[config.mk]
export PLATFORM = sky130hd
export DESIGN_NAME = shift_reg_seq_ctrl
export DESIGN_NICKNAME = d
export VERILOG_FILES = /design/src/rtl/shift_reg_seq_ctrl.sv
export SDC_FILE = /design/constraint.sdc
export NUM_CORES = 1
export LEC_CHECK = 0
export BUFFER_PORTS_ARGS = -buffer_cell sky130_fd_sc_hd__buf_2
export CORE_MARGIN = 1.5
export CORE_UTILIZATION = 52
export CTS_BUF_LIST = sky130_fd_sc_hd__clkbuf_4
export CTS_CLUSTER_DIAMETER = 50
export DETAILED_ROUTE_END_ITERATION = 6
export PLACE_DENSITY = 0.77
export SETUP_SLACK_MARGIN = 0.2
export SYNTH_ARGS = -nofsm -noshare
export SYNTH_HDL_FRONTEND = slang
export SYNTH_SLANG_ARGS = --single-unit
[constraint.sdc]
create_clock -name clk -period 2.58 [get_ports clk]
set_input_delay 0.516 -clock clk [delete_from_list [all_inputs] [get_ports clk]]
set_output_delay 0.516 -clock clk [all_outputs]
set_load 0.02 [all_outputs]
[src/rtl/shift_reg_seq_ctrl.sv]
`default_nettype none
// ============================================================================
//  Module   : shift_reg_seq_ctrl
//  Purpose  : Command sequencer driving a 4-bit shifting register through
//             load / shift / load+shift / rotate commands.
//  Revision : 1.0  initial release
// ============================================================================
module shift_reg_seq_ctrl #(
    parameter int WIDTH = 4,
    parameter int CNT_W = 3
) (
    input  logic             clk,
    input  logic             reset,
    input  logic             cmd_valid,
    output logic             cmd_ready,
    input  logic [1:0]       cmd_op,
    input  logic             cmd_dir,
    input  logic [CNT_W-1:0] cmd_cnt,
    input  logic [WIDTH-1:0] cmd_data,
    input  logic             cmd_fill,
    input  logic [WIDTH-1:0] q_fb,
    output logic             enb,
    output logic [1:0]       modo,
    output logic             s_in,
    output logic [WIDTH-1:0] d,
    output logic             busy,
    output logic             done
);

    localparam logic [1:0] c_op_load      = 2'b00;
    localparam logic [1:0] c_op_rotate    = 2'b11;
    localparam logic [1:0] c_mode_hold    = 2'b00;
    localparam logic [1:0] c_mode_left    = 2'b01;
    localparam logic [1:0] c_mode_right   = 2'b10;
    localparam logic [1:0] c_mode_load    = 2'b11;

    typedef enum logic [1:0] {
        ST_IDLE  = 2'd0,
        ST_LOAD  = 2'd1,
        ST_SHIFT = 2'd2,
        ST_DONE  = 2'd3
    } state_t;

    state_t           r_state;
    logic [1:0]       r_op;
    logic             r_dir;
    logic [CNT_W-1:0] r_cnt;
    logic [WIDTH-1:0] r_data;
    logic             r_fill;
    logic [CNT_W-1:0] r_rem;

    logic             r_enb;
    logic [1:0]       r_modo;
    logic             r_sin_fill;
    logic             r_rot_active;
    logic [WIDTH-1:0] r_d;
    logic             r_busy;
    logic             r_done;

    logic             w_accept;
    logic             w_rot_bit;

    assign cmd_ready = (r_state == ST_IDLE) && !reset;
    assign w_accept  = cmd_valid && cmd_ready;

    // Rotate feeds the bit falling off one end straight back into the other.
    assign w_rot_bit = r_dir ? q_fb[0] : q_fb[WIDTH-1];

    assign enb  = r_enb;
    assign modo = r_modo;
    assign s_in = r_rot_active ? w_rot_bit : r_sin_fill;
    assign d    = r_d;
    assign busy = r_busy;
    assign done = r_done;

    always_ff @(posedge clk or posedge reset) begin
        if (reset) begin
            r_state      <= ST_IDLE;
            r_op         <= '0;
            r_dir        <= 1'b0;
            r_cnt        <= '0;
            r_data       <= '0;
            r_fill       <= 1'b0;
            r_rem        <= '0;
            r_enb        <= 1'b0;
            r_modo       <= c_mode_hold;
            r_sin_fill   <= 1'b0;
            r_rot_active <= 1'b0;
            r_d          <= '0;
            r_busy       <= 1'b0;
            r_done       <= 1'b0;
        end else begin
            case (r_state)
                ST_IDLE: begin
                    if (w_accept) begin
                        r_op   <= cmd_op;
                        r_dir  <= cmd_dir;
                        r_cnt  <= cmd_cnt;
                        r_data <= cmd_data;
                        r_fill <= cmd_fill;
                        r_busy <= 1'b1;
                        if (!cmd_op[0]) begin
                            r_state <= ST_LOAD;
                            r_enb   <= 1'b1;
                            r_modo  <= c_mode_load;
                            r_d     <= cmd_data;
                        end else if (cmd_cnt != '0) begin
                            r_state      <= ST_SHIFT;
                            r_rem        <= cmd_cnt;
                            r_enb        <= 1'b1;
                            r_modo       <= cmd_dir ? c_mode_right : c_mode_left;
                            r_rot_active <= (cmd_op == c_op_rotate);
                            r_sin_fill   <= (cmd_op == c_op_rotate) ? 1'b0 : cmd_fill;
                        end else begin
                            r_state <= ST_DONE;
                            r_done  <= 1'b1;
                        end
                    end
                end

                ST_LOAD: begin
                    r_d <= '0;
                    if ((r_op == c_op_load) || (r_cnt == '0)) begin
                        r_state <= ST_DONE;
                        r_enb   <= 1'b0;
                        r_modo  <= c_mode_hold;
                        r_done  <= 1'b1;
                    end else begin
                        // Load+shift continues with the shift phase; never a rotate.
                        r_state      <= ST_SHIFT;
                        r_rem        <= r_cnt;
                        r_modo       <= r_dir ? c_mode_right : c_mode_left;
                        r_rot_active <= 1'b0;
                        r_sin_fill   <= r_fill;
                    end
                end

                ST_SHIFT: begin
                    r_rem <= r_rem - CNT_W'(1);
                    if (r_rem == CNT_W'(1)) begin
                        r_state      <= ST_DONE;
                        r_enb        <= 1'b0;
                        r_modo       <= c_mode_hold;
                        r_rot_active <= 1'b0;
                        r_sin_fill   <= 1'b0;
                        r_done       <= 1'b1;
                    end
                end

                ST_DONE: begin
                    r_state <= ST_IDLE;
                    r_done  <= 1'b0;
                    r_busy  <= 1'b0;
                end

                default: begin
                    r_state <= ST_IDLE;
                end
            endcase
        end
    end

endmodule
`default_nettype wire

==> impl_metrics.env <==
export IMPL_status="complete, no violations"
export IMPL_async_flop_share_pct=100
export IMPL_first_global_vias=1083
export IMPL_final_cell_mix="26 x buf_2, 23 x dfrtp_1, 13 x nand2_1, 11 x mux2_2, 8 x inv_1"
export IMPL_num_antenna_cells=0
export IMPL_worstMarginPinSlew_ps=570
export IMPL_dp_hpwl_mm=2.02
export IMPL_ys_warn_count=0
export IMPL_seqCellArea_sq_um=576
export IMPL_arrival_ps=1690
export IMPL_drv_cap=0
export IMPL_rsz0062_at_grt="false"
export IMPL_layout_cells_most_common="buf_2"
export IMPL_synth_seq_cells=23
export IMPL_grt_max_degree=24
export IMPL_fin_area_sq_mm=0.00151
export IMPL_min_path_type="primary input to asynchronous set/reset pin"
export IMPL_layout_drive_gt1_share_pct=32.5
export IMPL_clk_path_buf_depth=2
export IMPL_crit_path_end_kind="output pin"
export IMPL_detail_route_iter0_violations=15
export IMPL_grt_use_met2_pct=42.6
export IMPL_die_height_um=53.5
export IMPL_grt_usage_pct=23.4
export IMPL_gp_congestion=0.838
export IMPL_synthCells=124
export IMPL_drt_wl_total_mm=2.79
export IMPL_hold_viol_final=0
export IMPL_globalRoute_busiestLayer="met2"
export IMPL_reg2reg_to="r_rem[2]"
export IMPL_cts_tree="yes"
export IMPL_p_leak_nw=0.739
export IMPL_fin_crit_sh_pct=85.5
export IMPL_num_fill_cells=210
export IMPL_drv_slew=0
export IMPL_grt_pass1_wl_mm=4.71
export IMPL_path_buf_inv=2
export IMPL_fmax_ghz=0.453
export IMPL_row_count=18
export IMPL_area_growth_pct=13.8
export IMPL_synth_main_ff_cell="dfrtp_1"
export IMPL_clk_latency_ps=330
export IMPL_r2r_start="r_state[1]"
export IMPL_reg2reg_slack_ps=660
export IMPL_antenna_found_initial=0
export IMPL_syn_nets=149
export IMPL_port_buffers=26
export IMPL_viasPerCell=5.98
export IMPL_vias=1082
export IMPL_multiInputGateArea_sq_um=697
export IMPL_clock_skew_ps=16.2
export IMPL_crit_type="flip-flop to output pin"
export IMPL_tns_ps=0
export IMPL_htree_levels=1
export IMPL_post_route_drc_count=0
export IMPL_p_per_area_mw_per_mm2=1320
export IMPL_clk_pin_slew_ps=140
export IMPL_ant_nets=0
export IMPL_place_area_sq_mm=0.00148
export IMPL_path_max_fanout=13
export IMPL_critPathMaxStageDelay_ps=480
export IMPL_period_needed_ps=2210
export IMPL_clock_sinks=23
export IMPL_worstPathRequired_ps=2060
export IMPL_dieArea_sq_mm=0.00286
export IMPL_synth_edf_count=0
export IMPL_die_w_um=53.5
export IMPL_coreArea_sq_mm=0.00245
export IMPL_post_cts_setup_buffers=0
export IMPL_io_pins=29
export IMPL_synth_area_sq_mm=0.00133
export IMPL_synth_seq_area_share_pct=43.4
export IMPL_crit_family="adder cells"
export IMPL_finalNonFillerCells=181
export IMPL_slowest_stage="ha_1"
export IMPL_hold_buffers=0
export IMPL_use_met1_pct=26.7
export IMPL_use_met3_pct=2.82
export IMPL_ctsResizeCount=0
export IMPL_cp_cell_sequence="inv_1, ha_1, nor2b_1, buf_2"
export IMPL_cts_root_buf="clkbuf_4"
export IMPL_yosysUniqueCellTypes=34
export IMPL_wl_per_cell_um=15.4
export IMPL_fin_nets=177
export IMPL_start_kind="flip-flop"
export IMPL_avgSynthCellArea_sq_um=10.7
export IMPL_cts_buffers=3
export IMPL_ff2ff_path_depth=5
export IMPL_firstDrtPassIters=4
export IMPL_slew_headroom_pct=61.5
export IMPL_placedCellCount=177
export IMPL_grt_overflow_total=0
export IMPL_ir_drop_v=0.000781
export IMPL_initial_core_util_pct=54.0
export IMPL_setup_viol=0
==> per-layer routing <==
layer | vias to the layer above | wire length [um] | part of all wire, %
met5 | - | 0 | 0
met4 | 0 | 75 | 2.7
met3 | 12 | 114 | 4.1
met2 | 44 | 1410 | 51
met1 | 516 | 1190 | 43
li1 | 510 | - | -
==> sequential cells by signal (all words and copies together), names as in the netlist <==
name / count
r_rot_active: 1
r_dir: 1
busy: 1
r_rem: 3
r_state: 2
r_sin_fill: 1
r_fill: 1
r_cnt: 3
modo: 2
enb: 1
done: 1
d: 4
r_op: 2
==> metrics by stage <==
| step | setup slack [ps] | util, % | power, mW | hold slack [ps] |
|---|---|---|---|---|
| floorplan | 798 | - | 1.54 | 465 |
| global placement | 759 | 60.2 | 1.74 | 468 |
| detailed placement | 711 | 60.2 | 1.80 | 477 |
| CTS | 359 | 61.4 | 1.99 | 270 |
| global route | 217 | 61.4 | 2.15 | 307 |
| finish | 374 | 61.4 | 1.98 | 266 |
==> tightest hold or removal path, cell delays in order <==
cell and delay (ps):
buf_2 110, inv_1 80, buf_4 300
==> synthesized netlist by cell type, types with 2 or more instances <==
| cell | instances | area, sq um |
|---|---|---|
| a21oi_1 | 7 | 35.0 |
| a22o_1 | 3 | 26.3 |
| a22oi_1 | 2 | 15.0 |
| a31oi_1 | 4 | 25.0 |
| a41oi_1 | 2 | 17.5 |
| buf_4 | 2 | 15.0 |
| clkbuf_1 | 2 | 7.51 |
| dfrtp_1 | 23 | 576 |
| ha_1 | 7 | 87.6 |
| inv_1 | 8 | 30.0 |
| mux2_1 | 2 | 22.5 |
| mux2_2 | 11 | 124 |
| mux2i_1 | 3 | 30.0 |
| nand2_1 | 13 | 48.8 |
| nand3_1 | 2 | 10.0 |
| nand3_2 | 2 | 20.0 |
| nor2_1 | 6 | 22.5 |
| nor2b_1 | 3 | 18.8 |
| nor3b_1 | 2 | 15.0 |
| o21ai_0 | 5 | 25.0 |
| o22ai_1 | 2 | 12.5 |
==> logic make-up (layout without fill, tap and decap cells) <==
logic type	Yosys count	count (layout)	synth area share, %
buf+inv	12	39	3.97
compound gates	34	34	19.9
mux	16	16	13.3
flops	23	23	43.4
simple gates	32	32	12.7
fa+ha+maj	7	7	6.61
==> report_power, final <==
| group | total (mW) | internal [mW] | switching (mW) |
|---|---|---|---|
| combinational | 1.14 | 0.507 | 0.635 |
| clock | 0.177 | 0.0594 | 0.118 |
| sequential | 0.664 | 0.534 | 0.131 |
| total | 1.98 | 1.10 | 0.883 |
==> how the worst max path moves through the flow <==
stage                           from  cells after the start   endpoint  slack, ps
final                     r_state[1]                      4  cmd_ready        370
after global routing      r_state[0]                      4  cmd_ready        220
after CTS                 r_state[0]                      4  cmd_ready        360
after detailed placement  r_state[0]                      4       d[3]        710
after global placement    r_state[0]                      5   r_rem[2]        760
after floorplan                reset                      3   r_cnt[0]        800
==> layout make-up <==
| cell class | count | share of cell area (%) |
|---|---|---|
| Multi-Input combinational cell | 89 | 46.2 |
| Sequential cell | 23 | 38.2 |
| Timing Repair Buffer | 27 | 9.13 |
| Tap cell | 30 | 2.49 |
| Inverter | 8 | 1.99 |
| Clock buffer | 3 | 1.49 |
| Clock inverter | 1 | 0.498 |
(Power assumes the default switching activity.)
